<file path="src/rtl/bus_slave_ctrl_pkg.sv">
// Shared bus header: widths, direction encodings and strobe levels common to the
// arbiter, muxes, decoder and slaves, plus the latched-request type.
package bus_slave_ctrl_pkg;

    localparam int ADDR_WIDTH = 30;
    localparam int DATA_WIDTH = 32;
    localparam int CNT_W      = 4;

    localparam logic BUS_READ   = 1'b1;
    localparam logic BUS_WRITE  = 1'b0;
    localparam logic STROBE_ON  = 1'b0;
    localparam logic STROBE_OFF = 1'b1;

    typedef struct packed {
        logic                  rw;
        logic [DATA_WIDTH-1:0] wdata;
    } bus_req_t;

    // Counter preload on WAIT entry; zero-wait builds never enter WAIT.
    function automatic logic [CNT_W-1:0] wait_load(input int wc);
        return (wc > 0) ? CNT_W'(wc - 1) : '0;
    endfunction

endpackage

</file>
<file path="src/rtl/bus_slave_ctrl_if.sv">
// Slave-side bus bundle: request from the master/decoder, response to the slave mux.
interface bus_slave_ctrl_if;
    import bus_slave_ctrl_pkg::*;

    logic                  cs;
    logic                  as;
    logic                  rw;
    logic [ADDR_WIDTH-1:0] addr;
    logic [DATA_WIDTH-1:0] wr_data;
    logic [DATA_WIDTH-1:0] rd_data;
    logic                  ready;
    logic                  busy;

    modport master (output cs, as, rw, addr, wr_data, input rd_data, ready, busy);
    modport slave  (input cs, as, rw, addr, wr_data, output rd_data, ready, busy);

endinterface

</file>
<file path="src/rtl/bus_slave_mem.sv">
// Local word storage: synchronous write, combinational read, whole-array clear.
module bus_slave_mem
    import bus_slave_ctrl_pkg::*;
#(
    parameter int AW = 6
) (
    input  logic                  clk,
    input  logic                  i_clr,
    input  logic                  i_we,
    input  logic [AW-1:0]         i_addr,
    input  logic [DATA_WIDTH-1:0] i_wdata,
    output logic [DATA_WIDTH-1:0] o_rdata
);

    localparam int DEPTH = 1 << AW;

    logic [DATA_WIDTH-1:0] r_mem [DEPTH];

    always_ff @(posedge clk) begin
        if (i_clr) begin
            r_mem <= '{default: '0};
        end else if (i_we) begin
            r_mem[i_addr] <= i_wdata;
        end
    end

    assign o_rdata = r_mem[i_addr];

endmodule

</file>
<file path="src/rtl/bus_slave_ctrl.sv">
// Wait-state bus slave: accepts a request in IDLE, inserts WAIT_CYCLES wait states,
// then answers with a one-cycle registered ready strobe from local storage.
module bus_slave_ctrl
    import bus_slave_ctrl_pkg::*;
#(
    parameter int WAIT_CYCLES = 2,
    parameter int MEM_AW      = 6
) (
    input logic             clk,
    input logic             reset,
    bus_slave_ctrl_if.slave bus
);

    typedef enum logic [1:0] {
        ST_IDLE = 2'd0,
        ST_WAIT = 2'd1,
        ST_RESP = 2'd2
    } state_t;

    localparam logic [CNT_W-1:0] WAIT_LOAD = wait_load(WAIT_CYCLES);

    state_t                r_state, w_state_nxt;
    logic [CNT_W-1:0]      r_wait_cnt, w_wait_cnt_nxt;
    logic [MEM_AW-1:0]     r_addr;
    bus_req_t              r_req;
    logic                  r_ready;
    logic [DATA_WIDTH-1:0] r_rd_data;
    logic                  w_req;
    logic                  w_latch;
    logic                  w_mem_we;
    logic [DATA_WIDTH-1:0] w_mem_rdata;
    logic                  w_addr_unused;

    // Upper address bits are deliberately dropped so storage aliases across the window.
    assign w_addr_unused = ^bus.addr[ADDR_WIDTH-1:MEM_AW];

    assign w_req = (bus.cs == 1'b1) && (bus.as == STROBE_ON);

    always_comb begin
        w_state_nxt    = r_state;
        w_wait_cnt_nxt = r_wait_cnt;
        w_latch        = 1'b0;
        w_mem_we       = 1'b0;
        unique case (r_state)
            ST_IDLE: begin
                if (w_req) begin
                    w_latch = 1'b1;
                    if (WAIT_CYCLES > 0) begin
                        w_state_nxt    = ST_WAIT;
                        w_wait_cnt_nxt = WAIT_LOAD;
                    end else begin
                        w_state_nxt = ST_RESP;
                    end
                end
            end
            ST_WAIT: begin
                // Abort wins over the counter: a dropped request never completes.
                if (!w_req) begin
                    w_state_nxt    = ST_IDLE;
                    w_wait_cnt_nxt = '0;
                end else if (r_wait_cnt == '0) begin
                    w_state_nxt = ST_RESP;
                end else begin
                    w_wait_cnt_nxt = r_wait_cnt - 1'b1;
                end
            end
            ST_RESP: begin
                w_state_nxt = ST_IDLE;
                w_mem_we    = (r_req.rw == BUS_WRITE);
            end
            default: begin
                w_state_nxt    = ST_IDLE;
                w_wait_cnt_nxt = '0;
            end
        endcase
    end

    always_ff @(posedge clk) begin
        if (reset) begin
            r_state    <= ST_IDLE;
            r_wait_cnt <= '0;
            r_addr     <= '0;
            r_req      <= '{rw: BUS_READ, wdata: '0};
            r_ready    <= STROBE_OFF;
            r_rd_data  <= '0;
        end else begin
            r_state    <= w_state_nxt;
            r_wait_cnt <= w_wait_cnt_nxt;
            if (w_latch) begin
                r_addr <= bus.addr[MEM_AW-1:0];
                r_req  <= '{rw: bus.rw, wdata: bus.wr_data};
            end
            // Response is registered, so ready/rd_data appear the cycle after RESP.
            if (r_state == ST_RESP) begin
                r_ready   <= STROBE_ON;
                r_rd_data <= (r_req.rw == BUS_READ) ? w_mem_rdata : '0;
            end else begin
                r_ready   <= STROBE_OFF;
                r_rd_data <= '0;
            end
        end
    end

    bus_slave_mem #(
        .AW (MEM_AW)
    ) u_mem (
        .clk     (clk),
        .i_clr   (reset),
        .i_we    (w_mem_we),
        .i_addr  (r_addr),
        .i_wdata (r_req.wdata),
        .o_rdata (w_mem_rdata)
    );

    assign bus.ready   = r_ready;
    assign bus.rd_data = r_rd_data;
    assign bus.busy    = (r_state == ST_WAIT) || (r_state == ST_RESP);

endmodule
</file>
<file path="src/flat_wrapper.sv">
// flat-port wrapper written by rule: the top's interface ports become plain ports
module bus_slave_ctrl_flat import bus_slave_ctrl_pkg::*;
#(
    parameter int WAIT_CYCLES = 2,
    parameter int MEM_AW      = 6
)
  (clk, reset, bus_cs, bus_as, bus_rw, bus_addr, bus_wr_data, bus_rd_data, bus_ready, bus_busy);
  bus_slave_ctrl_if bus_i ();
  input logic clk;
  input logic reset;
  input wire logic [$bits(bus_i.cs)-1:0] bus_cs;
  input wire logic [$bits(bus_i.as)-1:0] bus_as;
  input wire logic [$bits(bus_i.rw)-1:0] bus_rw;
  input wire logic [$bits(bus_i.addr)-1:0] bus_addr;
  input wire logic [$bits(bus_i.wr_data)-1:0] bus_wr_data;
  output wire logic [$bits(bus_i.rd_data)-1:0] bus_rd_data;
  output wire logic [$bits(bus_i.ready)-1:0] bus_ready;
  output wire logic [$bits(bus_i.busy)-1:0] bus_busy;
  assign bus_i.cs = bus_cs;
  assign bus_i.as = bus_as;
  assign bus_i.rw = bus_rw;
  assign bus_i.addr = bus_addr;
  assign bus_i.wr_data = bus_wr_data;
  assign bus_rd_data = bus_i.rd_data;
  assign bus_ready = bus_i.ready;
  assign bus_busy = bus_i.busy;
  bus_slave_ctrl #(.WAIT_CYCLES(WAIT_CYCLES), .MEM_AW(MEM_AW)) u_core (.clk(clk), .reset(reset), .bus(bus_i));
endmodule
</file>
<file path="config.mk">
export PLATFORM = sky130hd
export DESIGN_NAME = bus_slave_ctrl_flat
export DESIGN_NICKNAME = d
export VERILOG_FILES = /design/src/rtl/bus_slave_ctrl_pkg.sv /design/src/rtl/bus_slave_ctrl_if.sv /design/src/rtl/bus_slave_mem.sv /design/src/rtl/bus_slave_ctrl.sv /design/src/flat_wrapper.sv
export SDC_FILE = /design/constraint.sdc
export NUM_CORES = 2
export LEC_CHECK = 0
export CORE_MARGIN = 2
export CORE_UTILIZATION = 35
export CTS_BUF_LIST = sky130_fd_sc_hd__clkbuf_16
export DETAILED_ROUTE_END_ITERATION = 10
export HOLD_SLACK_MARGIN = 0.02
export PLACE_DENSITY = 0.53
export SLEW_MARGIN = 25
export SYNTH_ARGS = -nofsm -noshare
export SYNTH_HDL_FRONTEND = slang
export SYNTH_HIERARCHICAL = 1
export SYNTH_SLANG_ARGS = --single-unit
</file>
<file path="constraint.sdc">
create_clock -name clk -period 3.83 [get_ports clk]
set_input_delay 0.5745 -clock clk [delete_from_list [all_inputs] [get_ports clk]]
set_output_delay 0.5745 -clock clk [all_outputs]
set_load 0.05 [all_outputs]
</file>
; Word-level counts from Yosys, hierarchy flattened
; Cells that the tools add are included.
[totals]
mem_count = 0
out_inout_bits = 34
elab_cells = 109
reg_bits = 2126
in_bits = 67
ramBits = 0
latch_bits = 0
rom_bits = 0
[op_classes]
div = 0
bitwise = 4
addsub = 1
n_mux = 18
n_shift = 0
magnitude_cmp = 2
n_mul = 0
eq_ne = 5
reduce_logical = 8
[ops]
columns = op, count
row1 = $bwmux 2048, 1
row2 = $bmux 32 s6, 1
row3 = $demux 32 s6, 1
row4 = $mux 32, 3
row5 = $mux 4, 3
row6 = $pmux 4 s3, 1
row7 = $ge 7x7->1 const B, 1
row8 = $lt 7x1->1 const B, 1
row9 = $not 6->7, 1
row10 = $mux 2, 3
row11 = $ne 3x3->1 const B, 2
row12 = $logic_not 4->1, 1
row13 = $mux 1, 4
row14 = $pmux 2 s2, 1
row15 = $sub 4x1->4 const B, 1
row16 = $not 1->1, 3
row17 = $reduce_and 3->1, 1
row18 = $reduce_or 3->1, 1
row19 = $eq 2x1->1 const B, 1
row20 = $eq 2x2->1 const B, 1
row21 = $logic_and 1x1->1, 2
row22 = $logic_not 2->1, 1
row23 = $ne 2x1->1 const B, 1
row24 = $reduce_and 2->1, 1
row25 = $logic_or 1x1->1, 1

; Longest topological paths before layout
[logic_depth]
depth_word = 6
depth_mapped = 13
mapped_depth_nobuf = 8

; Hierarchy
; Netlist, hierarchy kept.
[by_module_without_submodules]
columns = mod, area_per_inst_um2, instances, cells_each
row1 = bus_slave_mem, 86372.8, 1, 11473
row2 = bus_slave_ctrl, 2648.8, 1, 288

; Worst setup path after synthesis
; Ideal clock, no wire load.
[synth_path]
path_kind = reg-to-reg
from = reg u_core.r_addr[0]
to = reg u_core.r_rd_data[26] (netlist: u_core/bus.rd_data[26])
setup_ps = 115
period_less_slack_ps = 2348
path_stages_with_launch = 11
arrival_ps = 2233
path_slack_ps = 1482
path_cell_list = dfxtp_1 > buf_6 > buf_6 > buf_2 > buf_2 > mux2_2 > a221o_1 > o2bb2ai_1 > a211oi_1 > o211ai_1 > and2_1
[synth_between]
elab_chain_len = 4
[synth_lines]
columns = item, line_no
row1 = from (decl), bus_slave_ctrl.sv:24  ; logic [MEM_AW-1:0] r_addr;
row2 = from (signal assigned), bus_slave_ctrl.sv:90  ; r_addr <= bus.addr[MEM_AW-1:0];
row3 = $not 6->7 (not written as such), bus_slave_mem.sv:27  ; assign o_rdata = r_mem[i_addr];
row4 = $bmux 32 s6, bus_slave_mem.sv:27
row5 = $mux 32 (not written as such) (2 in a row), bus_slave_mem.sv:27
row6 = via u_core.w_mem_rdata[26], bus_slave_ctrl.sv:31  ; logic [DATA_WIDTH-1:0] w_mem_rdata;
row7 = to (signal assigned), bus_slave_ctrl.sv:96  ; r_rd_data <= (r_req.rw == BUS_READ) ? w_mem_rdata : '0;
row8 = to (decl), bus_slave_ctrl.sv:27  ; logic [DATA_WIDTH-1:0] r_rd_data;
; The timed path passes the listed nets, and every way through them passes these cells. The select of a mux whose other input is x is not followed.
; A chain may end at the register's enable or synchronous reset.

; Final worst setup path
[layout_path]
from = reg u_core.r_addr[0]
to = reg u_core.r_rd_data[6] (netlist: u_core/bus.rd_data[6])
; Same word-level chain as after synthesis.

==> flow_summary.yaml <==
setup_path:
  r2r_cells: 10
  cp_max_fo: 15
  end_kind: "flop"
  cp.required_ns: 4.63
  startpoint_type: "flop"
  rr_startpoint: "u_core/r_addr[0]"
  critPathArrivalTime_ns: 4.46
  path_class: "flop to flop"
  crit_chain: "buf_4 -> buf_4 -> mux2_2 -> a221oi_1 -> o22ai_1 -> nand2_1 -> o21ai_1 -> buf_4 -> a211o_1 -> and2_1"
  r2r_setup_slack_ns: 0.17
  cpPeakStageDelay_ns: 0.65
  reg2reg_to: "u_core/bus.rd_data[6]"
  crit_slowest_cell: "dfxtp_4"
  critPathMostFrequentCell: "buf_4"
synth:
  synthDominantCellAreaShare_pct: 47.8
  ys.flop_type: "dfxtp_1"
  ys_seq_area_share_pct: 47.8
  synthTopCellsByCount: "nand2_1, a21oi_1, dfxtp_1"
  ys_types: 67
  synth_top_area_cell: "dfxtp_1"
  synth_area_um2: 89000
  synth_edf_count: 0
  syn_area_per_cell_um2: 7.57
  ys_ff_latch: 2126
  synth_most_common_cell: "nand2_1"
  syn_nets: 11833
  synthArstFlopShare_pct: 0
  netlist_instances: 11761
  synthTopCellsByArea: "dfxtp_1, nand2_1, a21oi_1"
  yosysWarnings: 6
clocking:
  root_buffer: "clkbuf_16"
  clk_latency_ns: 0.91
  post_cts_buffers: 0
  clock_path_buffers: 3
  ctsResizeCount: 0
  clock_sinks: 2126
  hold_buffers: 0
  cts_tree: "built"
  clk_pin_slew_ns: 0.06
  ctsHtreeMaxLevel: 4
  numCtsBuffers: 226
die:
  core_area_um2: 253000
  die_area_um2: 258000
  initial_core_util_pct: 35.1
  io_pins: 101
  die_height_um: 508
  die_w_um: 508
  placementRows: 185
detailed_routing:
  wire_per_inst_um: 26.9
  ant_nets: 0
  via_count: 88022
  drc: 0
  viasPerCell: 5.87
  dr.pass1.iters: 8
  first_iter_violations: 11707
  drt_wl_total_um: 403000
final_layout:
  final_cells: 15007
  syn_to_final_growth_pct: 15.1
  final_layout_size_suffix_gt1_share_pct: 9.88
  area.sequential_um2: 42700
  nets: 11511
  fillCellCount: 25320
  finalInstanceArea_um2: 102000
  multi_input_area_um2: 41800
timing:
  clock_skew_ns: 0.0671
  finalSetupTns_ns: 0
  relSlewSlack_pct: 12.6
  worst_pin_slew_ns: 1.30
  finalCriticalPeriod_ns: 3.66
  period_share_pct: 95.6
  finalHoldViolCount: 0
  timing.hold.ws_ns: 0.0961
  setup-violations-final: 0
  fmax_ghz: 0.273
  rsz0062_at_grt: "no"
  drv_slew: 0
hold_path:
  hold_class: "primary input to flop"
  hold_end: "u_core/r_req[0]"
  min_path_cells: 2
  worstHoldStart: "reset"
power_and_ir_drop:
  ir_drop_v: 0.000558
  p_leak_nw: 32.6
  power.density_nw_per_um2: 453
  total_power_mw: 46.4
flow_run:
  timing.max_cap.violations: 0
outcome:
  status: "finished clean"
global_routing:
  grtUsageTotal_pct: 29.9
  grt_pass1_wl_um: 577000
  grt_pass1_vias: 82285
  antenna_found_initial: 25
  grt_remaining_overflow: 0
  grt_max_degree: 201
placement:
  gp_congestion: 0.974
  io_buffers: 76
  post-dp-hpwl_um: 242000
  dpl_cell_area_um2: 95300
  dp.cells: 14570
==> layer usage <==
layer	share of wire (%)	vias to the layer above	GRT usage [%]	wire length, um
met3	9.9	905	6.12	39900
met2	44	4766	46.1	177000
met4	6.1	18	16.9	24700
met1	40	43106	38.9	161000
li1	-	39227	-	-
met5	0.053	-	0.296	214
==> how the worst max path moves through the flow <==
stage / endpoint / cells past startpoint / start
after global routing: u_core/bus.rd_data[6] / 10 / u_core/r_addr[0]
after detailed placement: u_core/bus.rd_data[6] / 10 / u_core/r_addr[0]
after CTS: u_core/bus.rd_data[6] / 10 / u_core/r_addr[0]
final: u_core/bus.rd_data[6] / 10 / u_core/r_addr[0]
after global placement: u_core/bus.rd_data[16] / 9 / u_core/r_addr[0]
after floorplan: u_core/bus.rd_data[26] / 10 / u_core/r_addr[0]
==> per-stage QoR <==
step / util, % / setup slack (ns)
final: 40.4 / 0.169
after global routing: 40.4 / 0.113
after CTS: 40.4 / 0.260
after detailed placement: 37.6 / 0.324
after global placement: 37.5 / -0.609
after floorplan: - / 1.48
==> worst max-delay path, delay by kind of cell, from the launching register on <==
family          cells  cell delay [ns]
simple gates        2             0.53
mux                 1             0.38
flops               1             0.65
buf+inv             3             0.88
compound gates      4             1.07
==> flip-flops by register name (all words and copies together), names as in the netlist <==
| register | cells |
|---|---|
| u_core/u_mem/r_mem | 2048 |
| u_core/r_req | 33 |
| u_core/bus.rd_data | 32 |
| u_core/r_addr | 6 |
| u_core/r_wait_cnt | 4 |
| u_core/r_state | 2 |
| u_core/bus.ready | 1 |
==> cell families after synthesis <==
group / count (synthesis) / share of synthesized area (%)
AOI/OAI and AO/OA: 3305 / 22.4
adders and majority gates: 5 / 0.0703
buffers and inverters: 1218 / 5.71
DFF: 2126 / 47.8
muxes: 217 / 3.06
and+or+nand+nor: 4890 / 21.0
==> report_power, final <==
group / internal, mW / switching [mW]
Clock: 11.7 / 9.59
Sequential: 22.1 / 0.352
Combinational: 0.697 / 1.94
==> cells in the final DEF (no fill, tap or decap), drive strengths merged, types with 4 or more instances in the layout <==
cell type         n
a2111o            4
a211oi            4
a21oi          2143
a221o            42
a221oi          660
a222oi            7
a22o             58
a22oi            62
and2             36
and3              4
buf             584
bufinv           13
clkbuf          230
clkdlybuf4s50    75
clkinv          110
clkinvlp          6
dfxtp          2126
diode            16
ha                5
inv              64
mux2            102
mux2i            82
mux4             33
nand2          4355
nand2b            8
nand3            31
nand4            10
nor2            402
nor2b             8
nor3              4
o2111ai           7
o211ai           10
o21ai           241
o221ai            5
o22a              4
o22ai            30
o2bb2ai           9
or2               6
or3               7
or4              12
==> cell type report <==
| cell class | count | area share (%) |
|---|---|---|
| Antenna cell | 16 | 0.0391 |
| Clock buffer | 230 | 5.62 |
| Clock inverter | 184 | 1.25 |
| Inverter | 9 | 0.0476 |
| Multi-Input combinational cell | 8417 | 40.8 |
| Sequential cell | 2126 | 41.6 |
| Tap cell | 3366 | 4.11 |
| Timing Repair Buffer | 659 | 6.48 |
Note: power is estimated with default switching activity, not from simulation.
